$ cat src/rtl/pipeline_pkg.sv
// Shared definitions for the program loader: FSM states, host command bytes
// and the default instruction word that terminates a program load.
package pipeline_pkg;

    localparam logic [31:0] DEFAULT_HALT_WORD = 32'hFFFF_FFFF;

    localparam logic [7:0] CMD_CONT   = 8'h63;
    localparam logic [7:0] CMD_STEP   = 8'h73;
    localparam logic [7:0] CMD_RELOAD = 8'h72;

    typedef enum logic [2:0] {
        ST_LOAD,
        ST_WAIT_CMD,
        ST_RUN,
        ST_STEP,
        ST_DONE
    } state_t;

endpackage

$ cat src/rtl/word_assembler.sv
// Packs received bytes MSB first into a 32-bit word; word_vld pulses the cycle after the 4th byte.
// No backpressure: every qualified byte is consumed, clear discards any partial word.
module word_assembler (
    input  logic        clk,
    input  logic        reset,
    input  logic        clear,
    input  logic        byte_vld,
    input  logic [7:0]  byte_dat,
    output logic [31:0] word_dat,
    output logic        word_vld
);

    logic [1:0] byte_cnt;

    always_ff @(posedge clk) begin
        if (reset || clear) begin
            word_dat <= 32'd0;
            byte_cnt <= 2'd0;
            word_vld <= 1'b0;
        end else begin
            word_vld <= byte_vld && (byte_cnt == 2'd3);
            if (byte_vld) begin
                word_dat <= {word_dat[23:0], byte_dat};
                byte_cnt <= byte_cnt + 2'd1;
            end
        end
    end

endmodule

$ cat src/rtl/program_loader.sv
// Loads a program byte-serially into instruction memory, then gates the pipeline clock per host command;
// writes land one cycle after the 4th byte, no backpressure. STEP command exists only with PROGRAM_LOADER_STEP_EN.
module program_loader
    import pipeline_pkg::*;
#(
    parameter int          ADDR_W    = 8,
    parameter logic [31:0] HALT_WORD = DEFAULT_HALT_WORD
) (
    input  logic              clk,
    input  logic              reset,
    input  logic [7:0]        rx_data,
    input  logic              rx_valid,
    input  logic              halt_seen,
    output logic              imem_we,
    output logic [ADDR_W-1:0] imem_addr,
    output logic [31:0]       imem_wdata,
    output logic              pipe_reset,
    output logic              pipe_clk_en,
    output logic              loaded,
    output logic              overflow,
    output logic [31:0]       cycle_count
);

    localparam logic [ADDR_W-1:0] ADDR_MAX = '1;

    state_t      state;
    state_t      state_next;
    logic [31:0] word_dat;
    logic        word_vld;
    logic        write_fire;
    logic        at_top;
    logic        is_halt;
    logic        reload_cmd;
    logic        enter_load;

    word_assembler u_word_assembler (
        .clk      (clk),
        .reset    (reset),
        .clear    (enter_load),
        .byte_vld (rx_valid && (state == ST_LOAD)),
        .byte_dat (rx_data),
        .word_dat (word_dat),
        .word_vld (word_vld)
    );

    assign write_fire = word_vld && (state == ST_LOAD);
    assign at_top     = (imem_addr == ADDR_MAX);
    assign is_halt    = (word_dat == HALT_WORD);
    assign reload_cmd = rx_valid && (rx_data == CMD_RELOAD);
    assign enter_load = (state != ST_LOAD) && (state_next == ST_LOAD);

    // A write still pending from the last byte before reset must not reach memory.
    assign imem_we    = write_fire && !reset;
    assign imem_wdata = word_dat;
    assign pipe_reset = (state == ST_LOAD);
    assign loaded     = (state != ST_LOAD);

    always_comb begin
        state_next  = state;
        pipe_clk_en = 1'b0;
        case (state)
            ST_LOAD: begin
                if (write_fire && (is_halt || at_top)) begin
                    state_next = ST_WAIT_CMD;
                end
            end
            ST_WAIT_CMD: begin
                if (rx_valid) begin
                    if (rx_data == CMD_CONT) begin
                        state_next = ST_RUN;
                    end else if (rx_data == CMD_RELOAD) begin
                        state_next = ST_LOAD;
                    end
`ifdef PROGRAM_LOADER_STEP_EN
                    else if (rx_data == CMD_STEP) begin
                        state_next = ST_STEP;
                    end
`endif
                end
            end
            ST_RUN: begin
                pipe_clk_en = !halt_seen;
                // Reload has priority over a halt retiring in the same cycle.
                if (reload_cmd) begin
                    state_next = ST_LOAD;
                end else if (halt_seen) begin
                    state_next = ST_DONE;
                end
            end
`ifdef PROGRAM_LOADER_STEP_EN
            ST_STEP: begin
                pipe_clk_en = 1'b1;
                state_next  = ST_WAIT_CMD;
            end
`endif
            ST_DONE: begin
                if (reload_cmd) begin
                    state_next = ST_LOAD;
                end
            end
            default: begin
                state_next = ST_LOAD;
            end
        endcase
    end

    always_ff @(posedge clk) begin
        if (reset) begin
            state       <= ST_LOAD;
            imem_addr   <= '0;
            overflow    <= 1'b0;
            cycle_count <= 32'd0;
        end else begin
            state <= state_next;
            if (enter_load) begin
                imem_addr   <= '0;
                overflow    <= 1'b0;
                cycle_count <= 32'd0;
            end else begin
                // The top word is written but the address saturates rather than wrapping.
                if (write_fire && !at_top) begin
                    imem_addr <= imem_addr + ADDR_W'(1);
                end
                if (write_fire && at_top && !is_halt) begin
                    overflow <= 1'b1;
                end
                if (pipe_clk_en) begin
                    cycle_count <= cycle_count + 32'd1;
                end
            end
        end
    end

endmodule
$ cat config.mk
export PLATFORM = sky130hd
export DESIGN_NAME = program_loader
export DESIGN_NICKNAME = d
export VERILOG_FILES = /design/src/rtl/pipeline_pkg.sv /design/src/rtl/word_assembler.sv /design/src/rtl/program_loader.sv
export SDC_FILE = /design/constraint.sdc
export NUM_CORES = 1
export LEC_CHECK = 0
export CAP_MARGIN = 20
export CORE_MARGIN = 4
export CORE_UTILIZATION = 49
export CTS_CLUSTER_DIAMETER = 40
export DETAILED_ROUTE_END_ITERATION = 10
export GPL_TIMING_DRIVEN = 1
export HOLD_SLACK_MARGIN = 0.08
export PLACE_DENSITY_LB_ADDON = 0.08
export REMOVE_ABC_BUFFERS = 1
export SYNTH_ARGS = -nofsm -noshare
export SYNTH_HDL_FRONTEND = slang
export SYNTH_SLANG_ARGS = --single-unit
$ cat constraint.sdc
create_clock -name clk -period 2.7 [get_ports clk]
set_input_delay 0.405 -clock clk [delete_from_list [all_inputs] [get_ports clk]]
set_output_delay 0.405 -clock clk [all_outputs]
set_load 0.01 [all_outputs]
==> results.md, run 1 <==
* Placed Instances at 584
* Status: finished clean
* Final core utilization at around 68%
* Max VDD drop at 375 uV
* Die X at around 90 um
* Starting Density at around 50%
* CTS tree: built
* Routability cong. at 0.828
* First-pass DRT Iterations at 4
* Synthesis-to-layout area growth at 34.2%
* Buffers on Ports at slightly below 90
* Via density per instance at roughly 5.2
* Num Clock Sinks at just under 80
* Core Footprint at approximately 6800 um2
* Share of layout cells above drive strength 1 at around 7.6%
* TritonCTS buffer count at 9
* Ant. Diodes at 0
* WHS Path Cells at 2
* Worst slew pin tran at ~570 ps
* Synth Flop Type: dfxtp_1
* Tot Pwr at about 2.3 mW
* Vias in the first global route at 2943
* ANT nets after route at 0
* Relative slew slack at 62.1%
* Worst setup path category: flop to primary output
* Adder-Cell Fraction of Synth Area at 1.10%
* DRC viols at 0
* Main combinational cell family by area after synthesis: simple AND/OR/NAND/NOR gates
* Pins over their slew limit at 0
* RR Endpoint: cycle_count[15]
* Yosys cell types at 39
* Req. time, crit path at 2300 ps
* Cell area after synthesis at 3430 um2
* R2R depth at 7
* Synthesized area per cell at 8.36 um2
* First-pass GRT wire length at 13700 um
* Die area at 8400 um2
* Crit. End Element: primary output
* Clk slew on worst S/H paths at ~80 ps
* Clock Root Buffer: clkbuf_8
* Power per Cell Area at ~500 nW/um2
* Routed Wire Length at roughly 8100 um
* Simple-gate share of the synthesized area at between 20 and 30%
* Synth Area in XOR/XNOR at approximately a tenth
* Max Freq at 0.382 GHz
* Crit Path Max Fanout at 7
* Hold Crit Start: u_word_assembler.byte_cnt[1]
* Period utilization at between 90% and 100%
* Post CTS Setup Buffer Count at 0
* Setup repair after global routing missed its margin: no
* Synthesized flop and latch total at 79
* Max Clock Skew at 9.86 ps
* Non-Filler Instances at 599
* Vias at ~3100
* Chip height at a little over 90 um
* R2R Path Start: imem_addr[0]
* H-tree levels at 3
* Post-DP HPWL at ~5800 um
* Post-synthesis compound-gate area fraction at 8.00%
* Gr ovfl total at 0
* Iter 0 DRT Violations at 158
* Multiplexer share of the synthesized area at 0%
* Final #Nets at between 500 and 600
* Reg2reg setup slack at 420 ps
* Largest net degree at the start of global routing at 36
* Hold EP: u_word_assembler.byte_cnt[1]
* Critical Path Source Type: flop
* Clk_lat worst skew at between 300 and 400 ps
* Setup violators final at 0
* Post-synth EDFFs at 0
* Crit path arrival time at between 2000 and 2500 ps
* Fin crit period at around 2600 ps
* Cell leakage power at around 1.6 nW
* CTS Buffer Depth at 2
* Synth warn at 0
* Wire per inst at roughly 14 um
* Final Hold Viols at 0
* HP Class: flop to flop
* Share of flip-flops with an asynchronous set or reset at 0%
* GRT Resource Usage Total at 20.0%
* Register area share after synthesis at roughly 46%
* Cells after Synth at 410
* Maxcap violations at 0
* IO Pins at 89
* Initial antenna violation count at 0
* Row count at 30
==> synthesized netlist by cell type, types with 3 or more instances <==
library cell	number	area (um2)
nand3_1	11	55.1
and3_1	6	37.5
nor3_1	5	25.0
nor4_2	3	37.5
nand4_1	27	169
a21oi_1	37	185
clkbuf_1	10	37.5
buf_2	3	15.0
ha_1	3	37.5
buf_6	7	78.8
nand2_1	83	312
nor2_1	50	188
dfxtp_1	79	1580
xor2_1	21	184
o21ai_0	3	15.0
xnor2_1	18	158
nor2_2	3	18.8
nor4_1	5	31.3
and2_1	4	25.0
inv_1	8	30.0
==> placed cells by master (no fill, tap or decap), types with 3 or more instances in the layout <==
| cell type | synthesis | layout |
|---|---|---|
| a21oi_1 | 37 | 37 |
| and2_1 | 4 | 4 |
| and3_1 | 6 | 6 |
| buf_4 | 0 | 10 |
| clkbuf_8 | 0 | 10 |
| clkdlybuf4s50_1 | 0 | 88 |
| dfxtp_1 | 79 | 79 |
| ha_1 | 3 | 3 |
| inv_1 | 8 | 8 |
| nand2_1 | 83 | 83 |
| nand3_1 | 11 | 11 |
| nand4_1 | 27 | 27 |
| nor2_1 | 50 | 49 |
| nor2_2 | 3 | 4 |
| nor3_1 | 5 | 5 |
| nor4_1 | 5 | 5 |
| nor4_2 | 3 | 3 |
| o21ai_0 | 3 | 3 |
| xnor2_1 | 18 | 18 |
| xor2_1 | 21 | 21 |
==> what timing repair did <==
item / 4_1_cts / 5_1_grt
setup endpoints to repair: 0 / 1
hold buffers: 0 / 0
resized for setup: 0 / 1
endpoints found under the hold margin: 0 / 0
==> worst max path at each step <==
stage                 startpoint               to  slack, ps  cells past startpoint
detailed placement     halt_seen  cycle_count[26]         30                      6
CTS                     state[0]          imem_we         20                      3
global route            state[2]          imem_we         10                      3
finish                  state[0]          imem_we         90                      3
global placement       halt_seen  cycle_count[24]         90                      6
floorplan           imem_addr[0]   cycle_count[0]      -4950                      6
==> cell type report <==
cell class                 count  area (um2)
fill                         594        2190
clock inverter                 5        81.3
clock buffer                  10         138
timing repair buffer          98         956
sequential                    79        1580
inverter                       9        33.8
multi-input combinational    302        1690
tap                           96         120
==> flip-flops by register name, indices dropped and copies added, names as in the netlist <==
register and flops:
cycle_count 32, imem_addr 8, overflow 1, state 3, u_word_assembler.byte_cnt 2, u_word_assembler.word_dat 32, u_word_assembler.word_vld 1
==> report_power, final <==
part	leakage, nW	internal [mW]	switching (mW)
clock	0.109	0.542	0.434
combinational	0.804	0.0549	0.0658
sequential	0.639	1.18	0.0178
==> layer usage <==
| metal | part of all wire (%) | vias to the layer above | track usage [%] |
|---|---|---|---|
| li1 | - | 1569 | - |
| met1 | 47 | 1462 | 26.2 |
| met2 | 47 | 81 | 31.7 |
| met3 | 5.1 | 11 | 5.50 |
| met4 | 1.5 | 0 | 6.53 |
| met5 | 0 | - | 0 |
==> worst max-delay path, stage by stage, from the launching register on <==
cell,delay [ps]
dfxtp_1,360
or4b_2,760
nor2_2,170
clkdlybuf4s50_1,570
==> logic make-up after synthesis <==
kind of cell / after synthesis
buffers and inverters: 29
AO/OA/AOI/OAI: 48
flip-flops: 79
AND/OR/NAND/NOR: 212
XOR/XNOR: 39
adder cells (fa/ha/maj): 3
==> stage by stage <==
step | worst slack [ps] | setup TNS [ps] | cell area, um2 | hold slack, ps
4_1_cts | 17.2 | 0 | 4600 | 471
3_5_place_dp | 26.0 | 0 | 4380 | 460
3_3_place_gp | 90.5 | 0 | 4380 | 447
6_report | 85.3 | 0 | 4600 | 465
5_1_grt | 14.2 | 0 | 4600 | 502
2_1_floorplan | -4950 | -369610 | 3300 | 440
No activity file was read; power rests on OpenSTA's default activity.
==> run 2: changes to the inputs <==
CORE_MARGIN = not set   (was 4)
==> run 2 against run 1 <==
  * Wire length decreased by 3.2%
  * Largest power group unchanged
  * Critical endpoint unchanged
  * Critical path type unchanged
  * Clock skew about the same
  * Non-clock buffer count decreased by 1
  * Final area decreased by 0.92%
  * Sequential cell count unchanged
==> results.md, run 2 (synthesized netlist as in run 1, its figures left out) <==
* Status: finished clean
* Power per Cell Area at ~480 nW/um2
* Relative slew slack at a little under three fifths
* Gr ovfl total at 0
* R2R depth at 7
* IO Pins at around 90
* Routed Wire Length at 7880 um
* Req. time, crit path at around 2300 ps
* RR Endpoint: cycle_count[0]
* Routability cong. at a little over 0.8
* Registers with the most flip-flops: cycle_count (32), u_word_assembler.word_dat (32), imem_addr (8)
* CTS Buffer Depth at 2
* Comb power frac at about 5.7%
* Via density per instance at 5.34
* Row count at 30
* Largest net degree at the start of global routing at 48
* Cell leakage power at 1.53 nW
* Crit path arrival time at approximately 2200 ps
* First-pass DRT Iterations at 6
* R2R Path Start: imem_addr[0]
* Synthesis-to-layout area growth at 33.0%
* Commonest cells after routing, fill and taps aside: 88 x clkdlybuf4s50_1, 83 x nand2_1, 79 x dfxtp_1
* Switching Fraction at a little under a quarter
* Die X at about 86 um
* HP Class: flop to flop
* Starting Density at 50.7%
* Crit. End Element: primary output
* Wire per inst at 13.5 um
* Die area at 7330 um2
* Chip height at approximately 86 um
* Hold Crit Start: u_word_assembler.byte_cnt[1]
* Clk_lat worst skew at around 340 ps
* Commonest non-fill, non-tap cell in the layout: clkdlybuf4s50_1
* CTS tree: built
* Vias in the first global route at approximately 2800
* TritonCTS buffer count at 9
* Hold EP: u_word_assembler.byte_cnt[1]
* Buffers on Ports at 88
* Critical Path Source Type: flop
* ANT nets after route at 0
* Clock Root Buffer: clkbuf_8
* Setup repair after global routing missed its margin: no
* Post-DP HPWL at ~5500 um
* Worst slew pin tran at roughly 630 ps
* Final #Nets at 513
* Final core utilization at 67.4%
* Share of layout cells above drive strength 1 at under 10%
* Reg2reg setup slack at about 350 ps
* Num Clock Sinks at just under 80
* Pins over their slew limit at 0
* Max Freq at around 0.38 GHz
* Final Hold Viols at 0
* P_int at about 1.7 mW
* Max Clock Skew at 9.88 ps
* Psw at a little over 0.5 mW
* Maxcap violations at 0
* First-pass GRT wire length at about 12000 um
* Flop pwr share at a little under three fifths
* Filler cells at 585
* Initial antenna violation count at 0
* Max VDD drop at about 280 uV
* Post CTS Setup Buffer Count at 0
* Share of power burned in the clock network at around 39%
* Iter 0 DRT Violations at about 160
* CTS Hold Bufs at 0
* Final TNS setup at 0 ps
* Setup violators final at 0
* Ant. Diodes at 0
* WHS Path Cells at 2
* Vias at about 3100
* Crit Path Max Fanout at 7
* Period utilization at approximately 97%
* Clk slew on worst S/H paths at approximately 80 ps
* DRC viols at 0
* GRT Resource Usage Total at a little over a fifth
* Fin crit period at roughly 2600 ps
* Setup crit start: state[0]
* H-tree levels at 3
* Core Footprint at 6760 um2
* Worst setup path category: flop to primary output
-- run 2: changes by cell type in the layout (fill, tap and decap cells not counted) --
| cell | previous run | this run |
|---|---|---|
| clkbuf_1 | 0 | 1 |
| clkbuf_8 | 10 | 9 |
| buf_4 | 10 | 8 |
| bufinv_16 | 2 | 1 |
| clkinvlp_4 | 1 | 2 |
| nor2_2 | 4 | 3 |
| nor2_4 | 0 | 1 |
| buf_12 | 0 | 1 |
-- run 2: worst max path at each step --
stage	to	slack, ps	cells past startpoint
6_report	imem_we	80	3
5_1_grt	imem_we	30	3
4_1_cts	imem_we	70	3
3_5_place_dp	cycle_count[0]	30	7
3_3_place_gp	cycle_count[24]	80	6
2_1_floorplan	cycle_count[0]	-4950	6
-- run 2: layout make-up --
| cell class | instances | area (um2) | share of cell area (%) |
|---|---|---|---|
| clock buffers | 10 | 128 | 2.80 |
| clock inverters | 5 | 58.8 | 1.29 |
| inverters | 9 | 33.8 | 0.741 |
| multi-input cells | 302 | 1690 | 37.2 |
| flip-flops and latches | 79 | 1580 | 34.7 |
| well taps | 80 | 100 | 2.20 |
| repair buffers | 97 | 961 | 21.1 |
-- run 2: layer usage --
metal	part of all wire [%]	wire length [um]	up-vias	track usage [%]
li1	-	-	1564	-
met5	0	0	-	0
met2	47	3710	87	35.6
met1	45	3550	1444	26.4
met3	5.9	466	12	4.33
met4	1.9	150	0	10.8
-- run 2: through the flow --
step | setup WS [ps] | hold slack (ps) | instance area, um2 | power, mW | std cells
global placement | 76.6 | 445 | 4360 | 1.35 | 567
global route | 29.7 | 481 | 4560 | 2.24 | 582
finish | 81.9 | 462 | 4560 | 2.17 | 582
floorplan | -4950 | 440 | 3300 | 1.28 | 390
CTS | 70.3 | 464 | 4550 | 2.18 | 582
detailed placement | 27.2 | 454 | 4360 | 1.35 | 567
-- run 2: power by group through the flow --
stage / sequential, mW / combinational [mW] / clock [mW]
finish: 1.20 / 0.124 / 0.845
global route: 1.20 / 0.136 / 0.907
CTS: 1.20 / 0.124 / 0.863
detailed placement: 1.22 / 0.123 / 0
global placement: 1.23 / 0.121 / 0
floorplan: 1.23 / 0.0484 / 0
-- run 2: critical path: stages (launching register included) --
cell and delay [ps]:
dfxtp_1 380, or4b_2 780, nor2_4 160, clkdlybuf4s50_1 550
-- run 2: repair_timing --
item                       4_1_cts  5_1_grt
setup endpoints to repair        1        1
cloned                           0        0
resized for setup                1        1
